### src/rtl/rtc_bus_pkg.sv
// Shared constants for the RTC bus-cycle engine: controller port map, command bits
// and the bus-cycle phase encoding.
package rtc_bus_pkg;

    localparam logic [7:0] PORT_ADDR  = 8'h01;
    localparam logic [7:0] PORT_WDATA = 8'h02;
    localparam logic [7:0] PORT_CMD   = 8'h03;

    localparam logic [7:0] IN_PORT_DATAO = 8'h0b;
    localparam logic [7:0] IN_PORT_DONEW = 8'h0c;
    localparam logic [7:0] IN_PORT_DONER = 8'h0d;

    localparam int CMD_WRITE_BIT = 0;
    localparam int CMD_READ_BIT  = 1;

    typedef enum logic [2:0] {
        IDLE     = 3'd0,
        A_SETUP  = 3'd1,
        A_STROBE = 3'd2,
        A_HOLD   = 3'd3,
        GAP      = 3'd4,
        D_SETUP  = 3'd5,
        D_STROBE = 3'd6,
        D_HOLD   = 3'd7
    } phase_e;

    // Controller-side input-port mux used by the integrating top level.
    function automatic logic [7:0] ctrl_in_mux(input logic [7:0] pid,
                                               input logic [7:0] datao,
                                               input logic [7:0] donew,
                                               input logic [7:0] doner);
        logic [7:0] res;
        case (pid)
            IN_PORT_DATAO: res = datao;
            IN_PORT_DONEW: res = donew;
            IN_PORT_DONER: res = doner;
            default:       res = 8'h00;
        endcase
        return res;
    endfunction

endpackage

### src/rtl/rtc_phase_timer.sv
// Loadable 8-bit down-counter that flags the last clock of a bus-cycle phase.
module rtc_phase_timer (
    input  logic       clock,
    input  logic       reset,
    input  logic       load,
    input  logic [7:0] load_val,
    output logic       expire
);

    logic [7:0] count_q;
    logic [7:0] count_d;

    // Next count: reload on phase entry, otherwise count down and rest at zero.
    always_comb begin
        count_d = count_q;
        if (load) begin
            count_d = load_val;
        end else if (count_q != 8'd0) begin
            count_d = count_q - 8'd1;
        end else begin
            count_d = 8'd0;
        end
    end

    // Counter register.
    always_ff @(posedge clock) begin
        if (reset) begin
            count_q <= 8'd0;
        end else begin
            count_q <= count_d;
        end
    end

    assign expire = (count_q == 8'd1);

endmodule

### src/rtl/rtc_bus_cycle.sv
// Bus-cycle engine: turns controller port writes into timed multiplexed address/data
// cycles towards the external RTC and reports read data and completion flags.
module rtc_bus_cycle
    import rtc_bus_pkg::*;
#(
    parameter int unsigned T_SETUP  = 2,
    parameter int unsigned T_STROBE = 10,
    parameter int unsigned T_HOLD   = 2,
    parameter int unsigned T_GAP    = 10
) (
    input  logic       clock,
    input  logic       reset,
    input  logic [7:0] port_id,
    input  logic [7:0] out_port,
    input  logic       write_strobe,
    input  logic [7:0] ad_in,
    output logic [7:0] ad_out,
    output logic       ad_oe,
    output logic       AD,
    output logic       CS,
    output logic       RD,
    output logic       WR,
    output logic [7:0] datao_rtc,
    output logic [7:0] donew,
    output logic [7:0] doner,
    output logic       busy
);

    localparam logic [7:0] T_SETUP_C  = 8'(T_SETUP);
    localparam logic [7:0] T_STROBE_C = 8'(T_STROBE);
    localparam logic [7:0] T_HOLD_C   = 8'(T_HOLD);
    localparam logic [7:0] T_GAP_C    = 8'(T_GAP);

    phase_e     state_q, state_d;
    logic       read_q, read_d;
    logic [7:0] addr_q, addr_d;
    logic [7:0] wdata_q, wdata_d;
    logic [7:0] datao_q, datao_d;
    logic       wdone_q, wdone_d;
    logic       rdone_q, rdone_d;
    logic       busy_q;
    logic       ad_sel_q, ad_sel_d;
    logic       cs_q, cs_d;
    logic       rd_q, rd_d;
    logic       wr_q, wr_d;
    logic       oe_q, oe_d;
    logic [7:0] out_q, out_d;
    logic       load_s;
    logic [7:0] load_val_s;
    logic       expire_s;

    rtc_phase_timer u_timer (
        .clock    (clock),
        .reset    (reset),
        .load     (load_s),
        .load_val (load_val_s),
        .expire   (expire_s)
    );

    // Register decode, command acceptance and phase sequencing.
    always_comb begin
        state_d    = state_q;
        read_d     = read_q;
        addr_d     = addr_q;
        wdata_d    = wdata_q;
        datao_d    = datao_q;
        wdone_d    = wdone_q;
        rdone_d    = rdone_q;
        load_s     = 1'b0;
        load_val_s = 8'd0;
        if (state_q == IDLE) begin
            if (write_strobe) begin
                case (port_id)
                    PORT_ADDR:  addr_d  = out_port;
                    PORT_WDATA: wdata_d = out_port;
                    PORT_CMD: begin
                        // A command with both bits set is treated as a write.
                        if (out_port[CMD_WRITE_BIT]) begin
                            read_d     = 1'b0;
                            wdone_d    = 1'b0;
                            state_d    = A_SETUP;
                            load_s     = 1'b1;
                            load_val_s = T_SETUP_C;
                        end else if (out_port[CMD_READ_BIT]) begin
                            read_d     = 1'b1;
                            rdone_d    = 1'b0;
                            state_d    = A_SETUP;
                            load_s     = 1'b1;
                            load_val_s = T_SETUP_C;
                        end else begin
                            state_d = IDLE;
                        end
                    end
                    default: state_d = IDLE;
                endcase
            end else begin
                state_d = IDLE;
            end
        end else if (expire_s) begin
            load_s = 1'b1;
            case (state_q)
                A_SETUP:  begin state_d = A_STROBE; load_val_s = T_STROBE_C; end
                A_STROBE: begin state_d = A_HOLD;   load_val_s = T_HOLD_C;   end
                A_HOLD:   begin state_d = GAP;      load_val_s = T_GAP_C;    end
                GAP:      begin state_d = D_SETUP;  load_val_s = T_SETUP_C;  end
                D_SETUP:  begin state_d = D_STROBE; load_val_s = T_STROBE_C; end
                D_STROBE: begin
                    state_d    = D_HOLD;
                    load_val_s = T_HOLD_C;
                    if (read_q) begin
                        datao_d = ad_in;
                    end else begin
                        datao_d = datao_q;
                    end
                end
                D_HOLD: begin
                    state_d = IDLE;
                    load_s  = 1'b0;
                    if (read_q) begin
                        rdone_d = 1'b1;
                    end else begin
                        wdone_d = 1'b1;
                    end
                end
                default: begin state_d = IDLE; load_s = 1'b0; end
            endcase
        end else begin
            state_d = state_q;
        end
    end

    // Bus levels for the phase being entered, so the pins change on the same edge as the state.
    always_comb begin
        ad_sel_d = 1'b1;
        cs_d     = 1'b1;
        rd_d     = 1'b1;
        wr_d     = 1'b1;
        oe_d     = 1'b0;
        out_d    = 8'h00;
        case (state_d)
            A_SETUP, A_HOLD: begin
                ad_sel_d = 1'b0;
                oe_d     = 1'b1;
                out_d    = addr_d;
            end
            A_STROBE: begin
                ad_sel_d = 1'b0;
                cs_d     = 1'b0;
                wr_d     = 1'b0;
                oe_d     = 1'b1;
                out_d    = addr_d;
            end
            D_SETUP, D_HOLD: begin
                if (read_d) begin
                    oe_d = 1'b0;
                end else begin
                    oe_d  = 1'b1;
                    out_d = wdata_d;
                end
            end
            D_STROBE: begin
                cs_d = 1'b0;
                if (read_d) begin
                    rd_d = 1'b0;
                end else begin
                    wr_d  = 1'b0;
                    oe_d  = 1'b1;
                    out_d = wdata_d;
                end
            end
            default: oe_d = 1'b0;
        endcase
    end

    // State, holding registers and registered bus outputs.
    always_ff @(posedge clock) begin
        if (reset) begin
            state_q  <= IDLE;
            read_q   <= 1'b0;
            addr_q   <= 8'h00;
            wdata_q  <= 8'h00;
            datao_q  <= 8'h00;
            wdone_q  <= 1'b0;
            rdone_q  <= 1'b0;
            busy_q   <= 1'b0;
            ad_sel_q <= 1'b1;
            cs_q     <= 1'b1;
            rd_q     <= 1'b1;
            wr_q     <= 1'b1;
            oe_q     <= 1'b0;
            out_q    <= 8'h00;
        end else begin
            state_q  <= state_d;
            read_q   <= read_d;
            addr_q   <= addr_d;
            wdata_q  <= wdata_d;
            datao_q  <= datao_d;
            wdone_q  <= wdone_d;
            rdone_q  <= rdone_d;
            busy_q   <= (state_d != IDLE);
            ad_sel_q <= ad_sel_d;
            cs_q     <= cs_d;
            rd_q     <= rd_d;
            wr_q     <= wr_d;
            oe_q     <= oe_d;
            out_q    <= out_d;
        end
    end

    assign ad_out    = out_q;
    assign ad_oe     = oe_q;
    assign AD        = ad_sel_q;
    assign CS        = cs_q;
    assign RD        = rd_q;
    assign WR        = wr_q;
    assign datao_rtc = datao_q;
    assign donew     = {7'b0, wdone_q};
    assign doner     = {7'b0, rdone_q};
    assign busy      = busy_q;

endmodule

### config.mk
export PLATFORM = sky130hd
export DESIGN_NAME = rtc_bus_cycle
export DESIGN_NICKNAME = d
export VERILOG_FILES = /design/src/rtl/rtc_bus_pkg.sv /design/src/rtl/rtc_phase_timer.sv /design/src/rtl/rtc_bus_cycle.sv
export SDC_FILE = /design/constraint.sdc
export NUM_CORES = 1
export LEC_CHECK = 0
export CAP_MARGIN = 20
export CORE_MARGIN = 5
export CORE_UTILIZATION = 47
export DETAILED_ROUTE_END_ITERATION = 12
export GPL_TIMING_DRIVEN = 0
export HOLD_SLACK_MARGIN = 0.12
export PLACE_DENSITY = 0.88
export SYNTH_ARGS = -nofsm -noshare
export SYNTH_HDL_FRONTEND = slang
export SYNTH_SLANG_ARGS = --single-unit
export TNS_END_PERCENT = 100
### constraint.sdc
create_clock -name clock -period 2.5 [get_ports clock]
set_clock_uncertainty 0.05 [all_clocks]
set_input_delay 0.25 -clock clock [delete_from_list [all_inputs] [get_ports clock]]
set_output_delay 0.25 -clock clock [all_outputs]
set_load 0.03 [all_outputs]
# After elaboration in Yosys (flattened, before gate mapping)
# Cells that the tools add are included.
[word_totals] output_inout_bits=38 inputBits=27 ff_bits=52 elab_cells=115
[classes] bitwise_logic=2 mux=57 addsub=1 n_reduce_logical=17 eq_ne=23
[op_table] operator="2-to-1 mux 8 bit" count=10
[op_table] operator="2-to-1 mux 1 bit" count=33
[op_table] operator="== test 3 bit, second input constant" count=7
[op_table] operator="case mux 3 bit (6 select lines)" count=1
[op_table] operator="== test 8 x 1 -> 1 bit, second input constant" count=2
[op_table] operator="== test 8 x 2 -> 1 bit, second input constant" count=2
[op_table] operator="case mux 8 bit (2 select lines)" count=1
[op_table] operator="== test 3 x 2 -> 1 bit, second input constant" count=4
[op_table] operator="OR reduction 3 bit" count=4
[op_table] operator="2-to-1 mux 3 bit" count=3
[op_table] operator="2-to-1 mux 2 bit" count=4
[op_table] operator="inequality test 2 bit, second input constant" count=4
[op_table] operator="case mux 4 bit (2 select lines)" count=1
[op_table] operator="nonzero test 8 bit" count=1
[op_table] operator="subtractor 8 x 1 -> 8 bit, second input constant" count=1
[op_table] operator="AND reduction 7 bit" count=1
[op_table] operator="== test 3 x 1 -> 1 bit, second input constant" count=2
[op_table] operator="case mux 3 bit (2 select lines)" count=1
[op_table] operator="AND reduction 6 bit" count=1
[op_table] operator="nonzero test 2 bit" count=3
[op_table] operator="OR reduction 2 bit" count=3
[op_table] operator="OR reduction 6 bit" count=1
[op_table] operator="2-to-1 mux 4 bit" count=1
[op_table] operator="inequality test 2 x 1 -> 1 bit, second input constant" count=2
[op_table] operator="other kinds (5)" count=7

# Longest topological paths before layout
# Gate-level depths: netlist (run 1).
[logic_depth] ltp_word=8 mapped_depth=8 mapped_depth_nobuf=7

# Hierarchy
# From an unflattened synthesis (run 1), not the netlist that was laid out.
[unflattened] hier_cells=250 hier_area_um2=2303.5
[modules_own_cells] module="rtc_bus_cycle" cells_each=193 area_per_inst_um2=1840.5 seq_area_each_um2=880.8 n_inst=1
[modules_own_cells] module="rtc_phase_timer" cells_each=57 area_per_inst_um2=462.9 seq_area_each_um2=160.2 n_inst=1

# Worst setup path before layout (run 1)
# No wires, ideal clock.
[synth_path] kind="register to register" from="register u_timer.count_q[1]" to="register datao_q[0], in the netlist datao_rtc[0]" path_stages_with_launch=9 setup_slack_ns=0.572 arrival_ns=1.750 synth_period_minus_slack_ns=1.928 setup_time_ns=0.128 t_required_ns=2.322 n_path_buf=1 path_cell_list="dfxtp_1 inv_1 ha_1 nor4b_1 and2_1 buf_2 nand4_2 mux2i_1 nor2_1"
[synth_between] elab_chain_cells=2
[synth_rtl] item="start, declared" line_no="rtc_phase_timer.sv:10" rtl="logic [7:0] count_q;"
[synth_rtl] item="start signal, assigned" line_no="rtc_phase_timer.sv:30" rtl="count_q <= count_d;"
[synth_rtl] item="== test 8 x 1 -> 1 bit" line_no="rtc_phase_timer.sv:34" rtl="assign expire = (count_q == 8'd1);"
[synth_rtl] item="AND reduction 4 bit (no source line)"
[synth_rtl] item="end signal, assigned" line_no="rtc_bus_cycle.sv:197" rtl="datao_q <= datao_d;"
[synth_rtl] item="end, declared" line_no="rtc_bus_cycle.sv:38" rtl="logic [7:0] datao_q, datao_d;"
# No other way between the ends.
# A chain may end at the register's enable or synchronous reset.

# Final worst setup path (run 1)
[layout_path] from="input port port_id[5]" to="register out_q[7], in the netlist ad_out[7]"
[layout_between] elab_chain_cells=8 elab_cells_between_ends=26 cone_classes="eq/ne (9); mux (14); reduce/logical (3)"
[layout_rtl] item="start, declared" line_no="rtc_bus_cycle.sv:13" rtl="input logic [7:0] port_id,"
[layout_rtl] item="== test 8 x 2 -> 1 bit or == test 8 x 1 -> 1 bit (tied branches)" line_no="rtc_bus_cycle.sv:73" rtl="case (port_id)"
[layout_rtl] item="OR reduction 2 bit (no source line)"
[layout_rtl] item="case mux 3 bit (2 select lines)" line_no="rtc_bus_cycle.sv:73"
[layout_rtl] item="2-to-1 mux 3 bit" line_no="rtc_bus_cycle.sv:72" rtl="if (write_strobe) begin"
[layout_rtl] item="2-to-1 mux 3 bit" line_no="rtc_bus_cycle.sv:71" rtl="if (state_q == IDLE) begin"
[layout_rtl] item="== test 3 bit (tied with other cells)" line_no="rtc_bus_cycle.sv:140" rtl="case (state_d)"
[layout_rtl] item="OR reduction 3 bit (no source line)"
[layout_rtl] item="case mux 8 bit (2 select lines) (*)" line_no="rtc_bus_cycle.sv:140"
[layout_rtl] item="end signal, assigned" line_no="rtc_bus_cycle.sv:206" rtl="out_q <= out_d;"
[layout_rtl] item="end, declared" line_no="rtc_bus_cycle.sv:47" rtl="logic [7:0] out_q, out_d;"
# Mark *: on every way between the ends. The rest lies on a longest branch, timed or not.

==> results of run 1 <==
[cells by family (layout without fill, tap and decap cells)]
| logic type | after synthesis | count (layout) |
|---|---|---|
| compound gates | 31 | 31 |
| xor+xnor | 7 | 7 |
| fa+ha+maj | 3 | 3 |
| buf+inv | 34 | 91 |
| flops | 52 | 52 |
| mux | 24 | 24 |
| other cells | 1 | 14 |
| simple gates | 83 | 83 |
[through the flow]
step / TNS [ns] / hold WS, ns / cell area, um^2
2_1_floorplan: 0 / 0.344 / 2310
3_3_place_gp: 0 / 0.389 / 2870
3_5_place_dp: -0.337 / 0.424 / 2870
4_1_cts: 0 / 0.418 / 2960
5_1_grt: 0 / 0.458 / 2970
6_report: 0 / 0.423 / 2970
[path summary, 6_finish.rpt]
path | from | end | slack, ns | cells past startpoint
max | port_id[5] | ad_out[7]$_SDFF_PP0_ | 0.20 | 6
min | reset | ad_out[0]$_SDFF_PP0_ | 0.42 | 2
max reg2reg | state_q[2]$_SDFF_PP0_ | ad_out[7]$_SDFF_PP0_ | 0.26 | 5
min reg2reg | u_timer.count_q[0]$_SDFF_PP0_ | u_timer.count_q[0]$_SDFF_PP0_ | 0.43 | 1
[placed cells by master (no fill, tap or decap), types with 6 or more instances in the layout]
cell and n:
a21oi_1 8, buf_2 6, buf_4 16, clkbuf_1 6, clkdlybuf4s50_1 49, conb_1 14, dfxtp_1 52, inv_1 6
mux2i_1 24, nand2_1 6, nor2_1 40, o32ai_1 8
[timing repair]
action	in CTS	in global routing
setup buffers	0	0
hold buffers	0	0
endpoints found under the setup margin	0	6
resized for setup	0	1
[sequential cells by signal (all words and copies together), names as in the netlist]
| register | count |
|---|---|
| RD | 1 |
| rdone_q | 1 |
| u_timer.count_q | 8 |
| ad_out | 8 |
| addr_q | 8 |
| AD | 1 |
| read_q | 1 |
| wdata_q | 8 |
| state_q | 3 |
| wdone_q | 1 |
| datao_rtc | 8 |
| busy | 1 |
| ad_oe | 1 |
| WR | 1 |
| CS | 1 |
[final cells by class]
class / count / area, um^2 / share of cell area
Clock inverter: 3 / 26.3 / 0.00885
Tap cell: 54 / 67.6 / 0.0227
Inverter: 6 / 22.5 / 0.00758
Multi-Input combinational cell: 162 / 1080 / 0.364
Clock buffer: 5 / 68.8 / 0.0232
Buffer: 28 / 173 / 0.0581
Timing Repair Buffer: 49 / 490 / 0.165
Sequential cell: 52 / 1040 / 0.350
[power groups by stage]
stage	registers, mW	clock network (mW)	logic (mW)
finish	0.915	0.487	0.451
global route	0.920	0.541	0.514
CTS	0.913	0.500	0.447
detailed placement	0.932	0	0.440
global placement	0.930	0	0.427
floorplan	0.923	0	0.339
[metal layers]
| layer | vias to the layer above | routed length (um) | track usage |
|---|---|---|---|
| met2 | 67 | 2480 | 0.282 |
| met1 | 880 | 2000 | 0.201 |
| met5 | - | 0 | 0 |
| met4 | 0 | 67 | 0.0567 |
| li1 | 923 | - | - |
| met3 | 5 | 380 | 0.0395 |
==> flow_summary.yaml, run 1 <==
sta:
  setup_violations: 0
  slew_headroom: 0.442
  period_needed_ns: 2.30
  fin_crit_sh: 0.921
  max_slew.worst_pin.slew_ns: 0.831
  slew_violations: 0
  max_freq_mhz: 434
  rsz0062_at_grt: "false"
  setup_ws_ns: 0.197
  hold_viol_final: 0
synth:
  ys_seq_area_frac: 0.460
  synth_compound_area_frac: 0.100
  synth_warnings: 0
  synth-simple-area-share: 0.202
  yosys.area_share.adder: 0.0166
  ys_top_cells_by_count: "dfxtp_1 (52), nor2_1 (40), mux2i_1 (24)"
  synth.most_common_cell: "dfxtp_1"
  ys_seq_elements: 52
  avgSynthCellArea_um2: 9.63
  synthMuxAreaShare: 0.106
  synth_edf_count: 0
  netlist_instances: 235
  yosysTopAreaCell: "dfxtp_1"
  synth_top_area_share: 0.460
  ys_types: 45
  synthXorXnorAreaFrac: 0.0271
  ys.flop_type: "dfxtp_1"
  synthesis.area_mm2: 0.00226
  synthArstFlopShare: 0
  synth_top_family_by_area: "simple AND/OR/NAND/NOR gates"
  synthTopCellsByArea: "dfxtp_1 (46%), mux2i_1 (11%), nor2_1 (6.6%), buf_4 (5.3%), o32ai_1 (3.1%)"
detailed_routing:
  dr.pass1.iters: 4
  wl_per_cell_um: 13.7
  drc_errors: 0
  vias: 1875
  drtIter0Drc: 145
  routed_via_density: 5.22
  ant_nets: 0
  wirelength_um: 4930
worst_setup_path:
  path_buf_inv: 1
  crit_type: "in -> reg"
  crit_family: "simple AND/OR/NAND/NOR gates"
  slowest_delay_ns: 0.67
  end_kind: "flip-flop"
  critPathRequiredTime_ns: 2.66
  worst-endpoint-arrival_ns: 2.46
  crit_fanout: 9
  startpoint_type: "input port"
  critPathSlowestCell: "nor3_1"
  crit_path_cell_trace: "clkdlybuf4s50_1 -> nor4_2 -> nand3_2 -> nor3_1 -> o21bai_2 -> o32ai_1"
global_route:
  grt.overflow.total: 0
  grt_use_total: 0.165
  grt_max_degree: 19
  antenna_found_initial: 0
  grt_pass1_vias: 1869
  grt_first_pass_wirelength_um: 8330
clocking:
  clockBufferDepth: 2
  clk_latency_ns: 0.30
  cts.clk_slew.worst_paths_ns: 0.10
  numCtsBuffers: 5
  cts_root_buffer: "clkbuf_8"
  cts_tree: "done"
  htreeDepth: 2
  clkSinkCount: 52
placement:
  port-buffer-count: 49
  dp.cells: 351
  gp_congestion: 0.887
  hpwlAfterDp_um: 3760
  post-place-ws_ns: -0.0660
finish:
  fin_cells: 359
  fillers: 379
  syn_to_final_growth_pct: 31.3
  final_util: 0.633
  layout.nets: 334
  antenna_cells: 0
  drive_gt1_frac: 0.134
power:
  clkPwrFrac: 0.263
  vdd_drop_max_mv: 0.352
  p_total_mw: 1.85
  pwr-share-seq: 0.494
  comb_power_share: 0.243
  intPower_mw: 1.29
  p_sw_mw: 0.564
  pwr_density_cell_mw_per_mm2: 624
  power.leakage_nw: 1.37
  power.share.switching: 0.305
die:
  die_w_um: 79.4
  die_area_mm2: 0.00630
  coreArea_mm2: 0.00469
  pin_count: 65
  initial_core_util: 0.482
  chipHeight_um: 79.4
  row_count: 25
job:
  maxCapViolations: 0
status:
  status: "complete, no violations"
min_path:
  hold_class: "in -> reg"
Power figures use the tool's default switching activity.
==> inputs of run 2 (changes only) <==
--- a/config.mk
+++ b/config.mk
@@ -7,11 +7,11 @@
 export LEC_CHECK = 0
 export CAP_MARGIN = 20
 export CORE_MARGIN = 5
-export CORE_UTILIZATION = 47
+export CORE_UTILIZATION = 35
 export DETAILED_ROUTE_END_ITERATION = 12
 export GPL_TIMING_DRIVEN = 0
 export HOLD_SLACK_MARGIN = 0.12
-export PLACE_DENSITY = 0.88
+export PLACE_DENSITY = 0.71
 export SYNTH_ARGS = -nofsm -noshare
 export SYNTH_HDL_FRONTEND = slang
 export SYNTH_SLANG_ARGS = --single-unit
==> flow_summary.yaml, run 2 (synthesized netlist as in run 1, its figures left out) <==
detailed_routing:
  ant_nets: 0
  drtIter0Drc: 181
  top_layer: "met4"
  dr_wl_met2_um: 2200
  dr.pass1.iters: 5
  wl_per_cell_um: 12.7
  wl_met3_um: 237
  vias: 1824
  routed_via_density: 4.79
  wirelength_um: 4830
  m1WireLength_um: 2310
  drc_errors: 0
sta:
  setup_ws_ns: 0.290
  fin_crit_sh: 0.884
  slew_violations: 0
  hold-worst-slack_ns: 0.420
  max_slew.worst_pin.slew_ns: 0.778
  hold_viol_final: 0
  max_freq_mhz: 452
  setup_violations: 0
  rsz0062_at_grt: "false"
  slew_headroom: 0.477
  period_needed_ns: 2.21
power:
  comb_power_share: 0.240
  power.share.switching: 0.292
  intPower_mw: 1.30
  p_sw_mw: 0.539
  pwr-share-seq: 0.497
  pwr_density_cell_mw_per_mm2: 615
  vdd_drop_max_mv: 0.236
  power.leakage_nw: 1.38
  clkPwrFrac: 0.263
  p_total_mw: 1.84
global_route:
  grt.overflow.total: 0
  grt_first_pass_wirelength_um: 8100
  antenna_found_initial: 0
  grt_use_total: 0.118
  grt_max_degree: 16
  grt_pass1_vias: 1730
placement:
  dpl-instance-area_mm2: 0.00290
  post-place-ws_ns: -0.0257
  gp_congestion: 0.822
  port-buffer-count: 49
  hpwlAfterDp_um: 3610
finish:
  layout.nets: 334
  final_util: 0.474
  fin_area_mm2: 0.00300
  final_common_cell: "dfxtp_1"
  antenna_cells: 0
  most-common-layout-cells: "dfxtp_1 (52), clkdlybuf4s50_1 (49), nor2_1 (40)"
  drive_gt1_frac: 0.132
  syn_to_final_growth_pct: 32.4
die:
  chipHeight_um: 90.4
  pin_count: 65
  coreArea_mm2: 0.00631
  initial_core_util: 0.358
  die_w_um: 90.4
  die_area_mm2: 0.00817
  row_count: 29
worst_setup_path:
  r2r_slack_ns: 0.34
  rr_worst_depth: 5
  reg2reg_to: "ad_out[3]$_SDFF_PP0_"
  end_kind: "flip-flop"
  r2r_start: "state_q[2]$_SDFF_PP0_"
  crit_type: "in -> reg"
  crit_end: "ad_out[3]$_SDFF_PP0_"
  critPathRequiredTime_ns: 2.66
  startpoint: "port_id[5]"
  worst-endpoint-arrival_ns: 2.37
  crit_fanout: 9
  startpoint_type: "input port"
min_path:
  hold_path_depth: 1
  hold_class: "reg -> reg"
status:
  status: "complete, no violations"
clocking:
  clk_latency_ns: 0.30
  clkSinkCount: 52
  cts_root_buffer: "clkbuf_8"
  numCtsBuffers: 5
  htreeDepth: 2
  clockBufferDepth: 2
  cts.clk_slew.worst_paths_ns: 0.09
  cts_tree: "done"
job:
  maxCapViolations: 0
==> run 2: what timing repair did <==
action / in CTS / in global routing
setup endpoints to repair: 0 / 5
resized for setup: 0 / 1
hold endpoints to repair: 0 / 0
hold buffers: 0 / 0
setup buffers: 0 / 0
==> run 2: final cells by class <==
| type | count | area [um^2] |
|---|---|---|
| clock buffers | 6 | 82.6 |
| clock inverters | 1 | 8.76 |
| multi-input cells | 162 | 1080 |
| inverters | 6 | 22.5 |
| repair buffers | 49 | 490 |
| well taps | 77 | 96.3 |
| plain buffers | 28 | 173 |
| flip-flops and latches | 52 | 1040 |
| fillers | 632 | 3320 |
==> run 2: metrics by stage <==
stage / std cells / setup TNS, ns
global route: 381 / 0
detailed placement: 374 / -0.0672
global placement: 374 / -0.242
finish: 381 / 0
CTS: 381 / 0
floorplan: 248 / 0
==> run 2: routing by layer <==
metal,track usage,vias up
li1,-,932
met4,0.0447,0
met3,0.0317,6
met2,0.186,39
met5,0,-
met1,0.154,847
==> run 2: power groups by stage <==
stage               combinational, mW  clock (mW)  sequential (mW)
finish                          0.443       0.485            0.915
global route                    0.495       0.538            0.924
CTS                             0.439       0.503            0.913
detailed placement              0.438           0            0.931
global placement                0.433           0            0.930
floorplan                       0.339           0            0.923
==> run 2: how the worst min path moves through the flow <==
stage               slack, ns                            end                           from
floorplan                0.34      datao_rtc[0]$_SDFFE_PP0P_                       ad_in[0]
global placement         0.39  u_timer.count_q[0]$_SDFF_PP0_  u_timer.count_q[0]$_SDFF_PP0_
detailed placement       0.40  u_timer.count_q[0]$_SDFF_PP0_  u_timer.count_q[0]$_SDFF_PP0_
CTS                      0.43  u_timer.count_q[0]$_SDFF_PP0_  u_timer.count_q[0]$_SDFF_PP0_
global route             0.45           ad_out[7]$_SDFF_PP0_                          reset
finish                   0.42  u_timer.count_q[0]$_SDFF_PP0_  u_timer.count_q[0]$_SDFF_PP0_
==> run 2: worst max-delay path, stage by stage <==
cell,delay (ns)
clkdlybuf4s50_1,0.41
nor4_2,0.40
nand3_2,0.17
nor3_1,0.63
o21bai_2,0.31
o32ai_1,0.19
